==> config.mk <==
export PLATFORM = sky130hd
export DESIGN_NAME = seg_scan_display_ctrl_flat
export DESIGN_NICKNAME = d
export VERILOG_FILES = /design/src/rtl/seg_disp_pkg.sv /design/src/rtl/seg_scan_display_ctrl_if.sv /design/src/rtl/seg_glyph_decoder.sv /design/src/rtl/seg_scan_display_ctrl.sv /design/src/flat_wrapper.sv
export SDC_FILE = /design/constraint.sdc
export NUM_CORES = 1
export LEC_CHECK = 0
export BUFFER_PORTS_ARGS = -buffer_cell sky130_fd_sc_hd__buf_2
export CORE_MARGIN = 2
export CORE_UTILIZATION = 30
export CTS_CLUSTER_SIZE = 20
export DETAILED_ROUTE_END_ITERATION = 7
export GPL_ROUTABILITY_DRIVEN = 1
export GPL_TIMING_DRIVEN = 0
export HOLD_SLACK_MARGIN = 0.06
export SLEW_MARGIN = 40
export SYNTH_ARGS = -nofsm -noshare
export SYNTH_HDL_FRONTEND = slang
export SYNTH_SLANG_ARGS = --single-unit
==> constraint.sdc <==
create_clock -name sys_clk_in -period 3.9 [get_ports sys_clk_in]
set_clock_uncertainty 0.1 [all_clocks]
set_input_delay 0.195 -clock sys_clk_in [delete_from_list [all_inputs] [get_ports sys_clk_in]]
set_output_delay 0.195 -clock sys_clk_in [all_outputs]
set_load 0.05 [all_outputs]
==> src/rtl/seg_disp_pkg.sv <==
// Shared glyph constants and polarity helpers for the multiplexed
// 7-segment display controller. Glyphs are {a,b,c,d,e,f,g}, active-high.
package seg_disp_pkg;

   localparam int MAX_DIGITS = 16;

   localparam logic [6:0] SEG_BLANK = 7'b0000000;
   localparam logic [6:0] SEG_0     = 7'b1111110;
   localparam logic [6:0] SEG_1     = 7'b0110000;
   localparam logic [6:0] SEG_2     = 7'b1101101;
   localparam logic [6:0] SEG_3     = 7'b1111001;
   localparam logic [6:0] SEG_4     = 7'b0110011;
   localparam logic [6:0] SEG_5     = 7'b1011011;
   localparam logic [6:0] SEG_6     = 7'b1011111;
   localparam logic [6:0] SEG_7     = 7'b1110000;
   localparam logic [6:0] SEG_8     = 7'b1111111;
   localparam logic [6:0] SEG_9     = 7'b1111011;
   localparam logic [6:0] SEG_A     = 7'b1110111;
   localparam logic [6:0] SEG_B     = 7'b0011111;
   localparam logic [6:0] SEG_C     = 7'b1001110;
   localparam logic [6:0] SEG_D     = 7'b0111101;
   localparam logic [6:0] SEG_E     = 7'b1001111;
   localparam logic [6:0] SEG_F     = 7'b1000111;

   // Map an active-high {a..g,dp} bus onto the board polarity.
   function automatic logic [7:0] seg_pol(
      input logic [7:0] segs,
      input bit         active_low
   );
      return active_low ? ~segs : segs;
   endfunction

   // Value of the segment bus with everything dark.
   function automatic logic [7:0] seg_off(input bit active_low);
      return seg_pol(8'h00, active_low);
   endfunction

endpackage

==> src/rtl/seg_scan_display_ctrl_if.sv <==
// Load port of the display controller: nibble word, dp/blink masks and
// mode bits, qualified by a valid/ready handshake.
//  master: load source, slave: display controller.
interface seg_scan_display_ctrl_if #(
   parameter int NUM_DIGITS = 8
);

   logic [4*NUM_DIGITS-1:0] data_in;
   logic [NUM_DIGITS-1:0]   dp_in;
   logic [NUM_DIGITS-1:0]   blink_in;
   logic                    lzb_en;
   logic                    hex_mode;
   logic                    load_valid;
   logic                    load_ready;

   modport master (
      output data_in,
      output dp_in,
      output blink_in,
      output lzb_en,
      output hex_mode,
      output load_valid,
      input  load_ready
   );

   modport slave (
      input  data_in,
      input  dp_in,
      input  blink_in,
      input  lzb_en,
      input  hex_mode,
      input  load_valid,
      output load_ready
   );

endinterface

==> src/rtl/seg_glyph_decoder.sv <==
// Nibble to active-high {a..g} glyph. In decimal mode nibbles A-F blank.
//  nibble_i, hex_mode_i in; segs_o out (combinational).
module seg_glyph_decoder
   import seg_disp_pkg::*;
(
   input  logic [3:0] nibble_i,
   input  logic       hex_mode_i,
   output logic [6:0] segs_o
);

   logic [6:0] hex_glyph;

   always_comb begin
      hex_glyph = SEG_BLANK;
      unique case (nibble_i)
         4'h0: hex_glyph = SEG_0;
         4'h1: hex_glyph = SEG_1;
         4'h2: hex_glyph = SEG_2;
         4'h3: hex_glyph = SEG_3;
         4'h4: hex_glyph = SEG_4;
         4'h5: hex_glyph = SEG_5;
         4'h6: hex_glyph = SEG_6;
         4'h7: hex_glyph = SEG_7;
         4'h8: hex_glyph = SEG_8;
         4'h9: hex_glyph = SEG_9;
         4'hA: hex_glyph = SEG_A;
         4'hB: hex_glyph = SEG_B;
         4'hC: hex_glyph = SEG_C;
         4'hD: hex_glyph = SEG_D;
         4'hE: hex_glyph = SEG_E;
         4'hF: hex_glyph = SEG_F;
      endcase
   end

   always_comb begin
      segs_o = hex_glyph;
      if (!hex_mode_i && (nibble_i > 4'h9)) begin
         segs_o = SEG_BLANK;
      end
   end

endmodule

==> src/rtl/seg_scan_display_ctrl.sv <==
// Multiplexed N-digit 7-segment controller with frame-synchronous
// double buffering, leading-zero blanking, PWM brightness and blink.
//  sys_clk_in, reset (async, active-low); load_if: load port (slave);
//  brightness in; display_out {a..g,dp}, seg_control, frame_sync out.
module seg_scan_display_ctrl
   import seg_disp_pkg::*;
#(
   parameter int NUM_DIGITS     = 8,
   parameter int SCAN_DIV_LOG2  = 10,
   parameter int BRIGHT_W       = 3,
   parameter int BLINK_LOG2     = 24,
   parameter bit SEG_ACTIVE_LOW = 1'b1,
   parameter bit DIG_ACTIVE_LOW = 1'b1
) (
   input  logic                  sys_clk_in,
   input  logic                  reset,
   seg_scan_display_ctrl_if.slave load_if,
   input  logic [BRIGHT_W-1:0]   brightness,
   output logic [7:0]            display_out,
   output logic [NUM_DIGITS-1:0] seg_control,
   output logic                  frame_sync
);

   localparam int IDX_W = (NUM_DIGITS > 1) ? $clog2(NUM_DIGITS) : 1;
   localparam logic [IDX_W-1:0] LAST_IDX = IDX_W'(NUM_DIGITS - 1);
   localparam logic [7:0] SEG_OFF = seg_off(SEG_ACTIVE_LOW);
   localparam logic [NUM_DIGITS-1:0] DIG_OFF =
      DIG_ACTIVE_LOW ? {NUM_DIGITS{1'b1}} : {NUM_DIGITS{1'b0}};

   // scan state
   logic [SCAN_DIV_LOG2-1:0] presc_q, presc_d;
   logic [IDX_W-1:0]         idx_q, idx_d;
   logic [BLINK_LOG2-1:0]    blink_cnt_q, blink_cnt_d;
   logic [BRIGHT_W-1:0]      bright_q, bright_d;

   // shadow (load side) and active (scan side) buffers
   logic [NUM_DIGITS-1:0][3:0] sh_nib_q, sh_nib_d;
   logic [NUM_DIGITS-1:0]      sh_dp_q, sh_dp_d;
   logic [NUM_DIGITS-1:0]      sh_blink_q, sh_blink_d;
   logic                       sh_lzb_q, sh_lzb_d;
   logic                       sh_hex_q, sh_hex_d;
   logic [NUM_DIGITS-1:0][3:0] act_nib_q, act_nib_d;
   logic [NUM_DIGITS-1:0]      act_dp_q, act_dp_d;
   logic [NUM_DIGITS-1:0]      act_blink_q, act_blink_d;
   logic                       act_lzb_q, act_lzb_d;
   logic                       act_hex_q, act_hex_d;
   logic                       pending_q, pending_d;

   // output flops
   logic [7:0]            disp_q, disp_d;
   logic [NUM_DIGITS-1:0] segc_q, segc_d;
   logic                  fsync_q, fsync_d;

   logic tick;
   logic frame_end;
   logic capture;
   logic commit;

   assign tick      = &presc_q;
   assign frame_end = tick && (idx_q == LAST_IDX);
   assign capture   = load_if.load_valid && !pending_q;
   assign commit    = frame_end && pending_q;

   assign load_if.load_ready = !pending_q;

   always_comb begin
      presc_d     = presc_q + SCAN_DIV_LOG2'(1);
      blink_cnt_d = blink_cnt_q + BLINK_LOG2'(1);
      idx_d       = idx_q;
      bright_d    = bright_q;
      if (tick) begin
         idx_d    = (idx_q == LAST_IDX) ? '0 : idx_q + IDX_W'(1);
         // new level takes effect for the whole upcoming slot
         bright_d = brightness;
      end
   end

   always_comb begin
      sh_nib_d    = sh_nib_q;
      sh_dp_d     = sh_dp_q;
      sh_blink_d  = sh_blink_q;
      sh_lzb_d    = sh_lzb_q;
      sh_hex_d    = sh_hex_q;
      act_nib_d   = act_nib_q;
      act_dp_d    = act_dp_q;
      act_blink_d = act_blink_q;
      act_lzb_d   = act_lzb_q;
      act_hex_d   = act_hex_q;
      pending_d   = pending_q;
      if (commit) begin
         act_nib_d   = sh_nib_q;
         act_dp_d    = sh_dp_q;
         act_blink_d = sh_blink_q;
         act_lzb_d   = sh_lzb_q;
         act_hex_d   = sh_hex_q;
         pending_d   = 1'b0;
      end
      // capture and commit are exclusive: capture needs !pending
      if (capture) begin
         for (int i = 0; i < NUM_DIGITS; i++) begin
            sh_nib_d[i]   = load_if.data_in[4*(NUM_DIGITS-1-i) +: 4];
            sh_dp_d[i]    = load_if.dp_in[NUM_DIGITS-1-i];
            sh_blink_d[i] = load_if.blink_in[NUM_DIGITS-1-i];
         end
         sh_lzb_d  = load_if.lzb_en;
         sh_hex_d  = load_if.hex_mode;
         pending_d = 1'b1;
      end
   end

   // glyph path: one decoder shared by all digits via idx mux
   logic [3:0]            cur_nib;
   logic [6:0]            glyph;
   logic [NUM_DIGITS-1:0] lead_zero;
   logic                  zero_run;
   logic                  lzb_blank;
   logic                  dark;
   logic [6:0]            segs_on;
   logic                  dp_on;

   assign cur_nib = act_nib_q[idx_q];

   seg_glyph_decoder u_glyph (
      .nibble_i   (cur_nib),
      .hex_mode_i (act_hex_q),
      .segs_o     (glyph)
   );

   // lead_zero[i]: digit i and every digit left of it are zero
   always_comb begin
      zero_run  = 1'b1;
      lead_zero = '0;
      for (int i = 0; i < NUM_DIGITS; i++) begin
         zero_run     = zero_run && (act_nib_q[i] == 4'h0);
         lead_zero[i] = zero_run;
      end
   end

   // the rightmost digit always shows, so an all-zero value reads "0"
   assign lzb_blank = act_lzb_q && lead_zero[idx_q] && (idx_q != LAST_IDX);
   assign dark      = act_blink_q[idx_q] && blink_cnt_q[BLINK_LOG2-1];
   assign segs_on   = (lzb_blank || dark) ? SEG_BLANK : glyph;
   assign dp_on     = act_dp_q[idx_q] && !dark;

   // enable: dead cycle at slot start, then PWM against prescaler top bits
   logic                  bright_hit;
   logic                  dig_on;
   logic [NUM_DIGITS-1:0] en_vec;

   assign bright_hit = (&bright_q) ||
      (presc_q[SCAN_DIV_LOG2-1 -: BRIGHT_W] < bright_q);
   assign dig_on = (presc_q != '0) && bright_hit;

   always_comb begin
      en_vec = '0;
      if (dig_on) begin
         en_vec[idx_q] = 1'b1;
      end
   end

   always_comb begin
      disp_d  = seg_pol({segs_on, dp_on}, SEG_ACTIVE_LOW);
      segc_d  = DIG_ACTIVE_LOW ? ~en_vec : en_vec;
      fsync_d = commit;
   end

   always_ff @(posedge sys_clk_in or negedge reset) begin
      if (!reset) begin
         presc_q     <= '0;
         idx_q       <= '0;
         blink_cnt_q <= '0;
         bright_q    <= '0;
         sh_nib_q    <= '0;
         sh_dp_q     <= '0;
         sh_blink_q  <= '0;
         sh_lzb_q    <= 1'b0;
         sh_hex_q    <= 1'b0;
         act_nib_q   <= '0;
         act_dp_q    <= '0;
         act_blink_q <= '0;
         act_lzb_q   <= 1'b0;
         act_hex_q   <= 1'b0;
         pending_q   <= 1'b0;
         disp_q      <= SEG_OFF;
         segc_q      <= DIG_OFF;
         fsync_q     <= 1'b0;
      end else begin
         presc_q     <= presc_d;
         idx_q       <= idx_d;
         blink_cnt_q <= blink_cnt_d;
         bright_q    <= bright_d;
         sh_nib_q    <= sh_nib_d;
         sh_dp_q     <= sh_dp_d;
         sh_blink_q  <= sh_blink_d;
         sh_lzb_q    <= sh_lzb_d;
         sh_hex_q    <= sh_hex_d;
         act_nib_q   <= act_nib_d;
         act_dp_q    <= act_dp_d;
         act_blink_q <= act_blink_d;
         act_lzb_q   <= act_lzb_d;
         act_hex_q   <= act_hex_d;
         pending_q   <= pending_d;
         disp_q      <= disp_d;
         segc_q      <= segc_d;
         fsync_q     <= fsync_d;
      end
   end

   assign display_out = disp_q;
   assign seg_control = segc_q;
   assign frame_sync  = fsync_q;

endmodule

==> src/flat_wrapper.sv <==
// flat-port wrapper written by rule: the top's interface ports become plain ports
module seg_scan_display_ctrl_flat import seg_disp_pkg::*;
#(
   parameter int NUM_DIGITS     = 8,
   parameter int SCAN_DIV_LOG2  = 10,
   parameter int BRIGHT_W       = 3,
   parameter int BLINK_LOG2     = 24,
   parameter bit SEG_ACTIVE_LOW = 1'b1,
   parameter bit DIG_ACTIVE_LOW = 1'b1
)
  (sys_clk_in, reset, brightness, display_out, seg_control, frame_sync, load_if_data_in, load_if_dp_in, load_if_blink_in, load_if_lzb_en, load_if_hex_mode, load_if_load_valid, load_if_load_ready);
  seg_scan_display_ctrl_if #(.NUM_DIGITS(NUM_DIGITS)) load_if_i ();
  input  logic sys_clk_in;
  input  logic reset;
  input  logic [BRIGHT_W-1:0] brightness;
  output logic [7:0] display_out;
  output logic [NUM_DIGITS-1:0] seg_control;
  output logic frame_sync;
  input wire logic [$bits(load_if_i.data_in)-1:0] load_if_data_in;
  input wire logic [$bits(load_if_i.dp_in)-1:0] load_if_dp_in;
  input wire logic [$bits(load_if_i.blink_in)-1:0] load_if_blink_in;
  input wire logic [$bits(load_if_i.lzb_en)-1:0] load_if_lzb_en;
  input wire logic [$bits(load_if_i.hex_mode)-1:0] load_if_hex_mode;
  input wire logic [$bits(load_if_i.load_valid)-1:0] load_if_load_valid;
  output wire logic [$bits(load_if_i.load_ready)-1:0] load_if_load_ready;
  assign load_if_i.data_in = load_if_data_in;
  assign load_if_i.dp_in = load_if_dp_in;
  assign load_if_i.blink_in = load_if_blink_in;
  assign load_if_i.lzb_en = load_if_lzb_en;
  assign load_if_i.hex_mode = load_if_hex_mode;
  assign load_if_i.load_valid = load_if_load_valid;
  assign load_if_load_ready = load_if_i.load_ready;
  seg_scan_display_ctrl #(.NUM_DIGITS(NUM_DIGITS), .SCAN_DIV_LOG2(SCAN_DIV_LOG2), .BRIGHT_W(BRIGHT_W), .BLINK_LOG2(BLINK_LOG2), .SEG_ACTIVE_LOW(SEG_ACTIVE_LOW), .DIG_ACTIVE_LOW(DIG_ACTIVE_LOW)) u_core (.sys_clk_in(sys_clk_in), .reset(reset), .load_if(load_if_i), .brightness(brightness), .display_out(display_out), .seg_control(seg_control), .frame_sync(frame_sync));
endmodule
==> impl_results.md <==
- Outcome: finished, final reports clean
- Pwr Density: just over 400 nW/um^2
- Worst path buffer plus inverter count: 3
- Number of global-route vias before repair: around 4600
- Routed Antenna Nets: 0
- GR Util All Layers: 13.06%
- Setup bufs post-CTS: 0
- Cell repeated most along the worst path: clkbuf_1
- Global route total overflow: 0
- Clk slew on worst S/H paths: roughly 0.06 ns
- XOR/XNOR Fraction of Synth Area: between 3 and 4%
- Via density per instance: 4.624
- Met3 WL post-DR: 599 um
- Syn_nets: 572
- Worst min-delay path category: in2async
- Post-route cell area: about 9000 um^2
- Worst vdd ir: approximately 0.26 mV
- Register Area: between 3000 and 4000 um^2
- Final min period: 3.576 ns
- Post-synthesis mux area share: 21.55%
- Min Hold Slack: ~0.17 ns
- Global-route wire length before repair: around 24000 um
- Reg-to-reg endpoint: u_core.display_out[7]
- #FFs+latches synth: 158
- Post-Synth Adder-Cell Area: 2.386%
- Die area: about 24000 um^2
- Multi-input logic area: 2691 um^2
- Worst Setup Start Kind: flop
- Worst EP arrival: between 3 and 4 ns
- Kind of critical path: reg2reg
- Simple-Gate Fraction of Synth Area: 7.836%
- Crit end category: flop
- Layout net count: between 700 and 800
- Htree depth: 4
- Number of clock sinks: around 160
- Top Metal Used: met4
- Layout cells sized above 1: approximately 30%
- Largest family of logic cells by synthesized area: multiplexers
- F_max: 0.2796 GHz
- Pin count of the biggest net entering global routing: 70
- Max-slew violations: 0
- Site Rows: 55
- Skew-Pair Late Insertion Delay: 0.42 ns
- Compound-gate portion of the synthesized area: under 10%
- Synth area leader: dfrtp_1
- Slowest stage delay, CP: 0.54 ns
- Initial core utilization: just over 30%
- Reg-to-reg setup timing slack: 0.32 ns
- Synthesis Warnings: 0
- Die Y: about 150 um
- Layout area overhead: 28.83%
- Leak pwr: between 4 and 5 nW
- Drt wl/cell: approximately 15 um
- DR DRC count: 0
- Max_slew headroom: ~52%
- DRT met1 WL: around 7300 um
- Tcrit/Tclk final: 91.70%
- Max Fanout on Critical Path: 10
- Number of fill cells in the layout: between 2000 and 2500
- Initial antenna violation count: 0
- Crit path max-delay family: buffers and inverters
- Core Area: roughly 23000 um^2
- Total wire length: 14590 um
- Met2 routed WL: approximately 6600 um
- Cells taking the most area after synthesis: dfrtp_1 (52%), mux2_2 (8.8%), mux2_1 (8.4%)
- RSZ-0062 raised after global routing: false
- Setup slack after layout: approximately 0.32 ns
- Antenna Diode Count: 0
- Setup TNS: 0 ns
- IO Pins: 74
- Root buffer cell: clkbuf_16
- # setup viols final: 0
- Bufs on Longest Clock Path: 2
- Area post-placement: 7605 um^2
- Register area share after synthesis: around 60%
- RePlAce Congestion: 0.8528
- Mapped Cells: roughly 500
- Worst Tran Pin Value: slightly above 0.7 ns
- CTS tree: done
- Cell Chain, Critical Path: clkbuf_1, clkbuf_1, mux2i_2, inv_1, ha_1, or2_2, a211oi_1, a311oi_4, o311ai_1
- CP max stage cell: clkbuf_1
- Mapped Area: approximately 6800 um^2
- WP data required: just over 4 ns
- Dpl ws: between 0.15 and 0.2 ns
- Post-DP HPWL: roughly 11000 um
- CTS buffer count: 17
- Drt first pass iters: 5
- Via Count: 4393
- Max_cap viols: 0
- FF-to-FF Start: u_core.idx_q[0]
- Port bufs: 73
- Die Wd: about 150 um
- Distinct cells, synth: 44
- Share of the synthesized area in the top cell type: approximately 52%
- Starting DRT DRC Count: ~190
- Core Util, Final: between 30% and 40%
- Worst Reg2Reg Path Length in Cells: 9
- Avg Cell Area, Syn: roughly 14 um^2
- Hold Fails Final Rpt: 0
-- sequential cells by signal, summed over array words and instances, names as in the netlist --
name,cells
u_core.bright_q,3
u_core.act_blink_q,8
u_core.sh_dp_q,8
u_core.act_hex_q,1
u_core.pending_q,1
u_core.act_nib_q,32
u_core.sh_lzb_q,1
u_core.act_lzb_q,1
u_core.act_dp_q,8
u_core.sh_nib_q,32
u_core.blink_cnt_q,24
u_core.seg_control,8
u_core.presc_q,10
u_core.display_out,8
u_core.frame_sync,1
u_core.sh_hex_q,1
u_core.idx_q,3
u_core.sh_blink_q,8
-- synthesized netlist by cell type, drive strengths merged --
cell	n
ha	13
xor2	8
a311oi	2
inv	17
mux2i	14
and4	2
o41ai	2
and2	1
a22oi	2
nor3	4
a21o	2
dfstp	16
nand4	6
buf	15
o211ai	1
o32ai	1
nor2	12
o311a	1
clkbuf	8
nand3b	2
mux4	7
o21ai	6
o22ai	1
nor4	11
dfrtp	142
nor2b	4
xnor2	22
a31oi	2
and3	7
o311ai	2
nand2b	4
nand2	27
a211oi	3
or2	2
o221ai	3
nand3	22
mux2	104
a221oi	1
a21oi	3
or3	1
-- per-stage QoR --
stage	instances	power [mW]
after CTS	950	3.666
after detailed placement	863	1.894
after floorplan	503	1.802
after global routing	950	3.766
final	950	3.616
after global placement	861	1.882
-- cell usage in the layout (no fill, tap or decap), drive strengths merged, types with 6 or more instances in the layout --
master,netlist,layout
dfrtp,142,142
nand3,22,22
xnor2,22,22
inv,17,18
dfstp,16,16
nand4,6,6
clkbuf,8,31
nor4,11,11
mux2i,14,14
mux2,104,104
xor2,8,8
nand2,27,27
ha,13,13
nor2,12,12
mux4,7,7
o21ai,6,6
and3,7,7
buf,15,90
dlygate4sd3,0,55
-- repair_timing --
action / 4_1_cts / 5_1_grt
hold buffers: 55 / 0
endpoints found under the setup margin: 0 / 7
resized for setup: 0 / 1
endpoints found under the hold margin: 166 / 0
-- power by group --
group / internal (mW) / total [mW] / switching, mW
sequential: 1.70 / 1.74 / 0.0353
combinational: 0.105 / 0.166 / 0.0613
clock: 1.06 / 1.71 / 0.653
total: 2.87 / 3.62 / 0.749
-- routing by layer --
metal  vias up  GRT usage, %
met3         9         3.306
met5         -             0
met2        92         19.58
met4         0         3.704
met1      2197         18.78
li1       2095             -
-- how the worst max path moves through the flow --
stage | start | to | slack [ns] | cells past startpoint
CTS | u_core.idx_q[0] | u_core.display_out[7] | 0.14 | 9
global route | u_core.idx_q[0] | u_core.display_out[7] | 0.07 | 9
finish | u_core.idx_q[0] | u_core.display_out[7] | 0.32 | 9
global placement | reset | u_core.sh_nib_q[24] | 0.07 | 1
detailed placement | u_core.idx_q[0] | u_core.display_out[7] | 0.17 | 9
floorplan | u_core.idx_q[1] | u_core.display_out[5] | 0.87 | 10
-- cells by family after synthesis --
logic type      after synthesis
buf+inv                      40
fa+ha+maj                    13
compound gates               32
mux                         125
simple gates                105
xor+xnor                     30
flops                       158
-- area by class of cell --
| cell class | instances | area share, % |
|---|---|---|
| clock buffers | 23 | 5.442 |
| inverters | 17 | 0.7265 |
| well taps | 285 | 4.060 |
| repair buffers | 130 | 11.17 |
| plain buffers | 23 | 1.182 |
| flip-flops and latches | 158 | 45.24 |
| multi-input cells | 305 | 30.64 |
| clock inverters | 9 | 1.538 |
No activity file was read; power rests on OpenSTA's default activity.
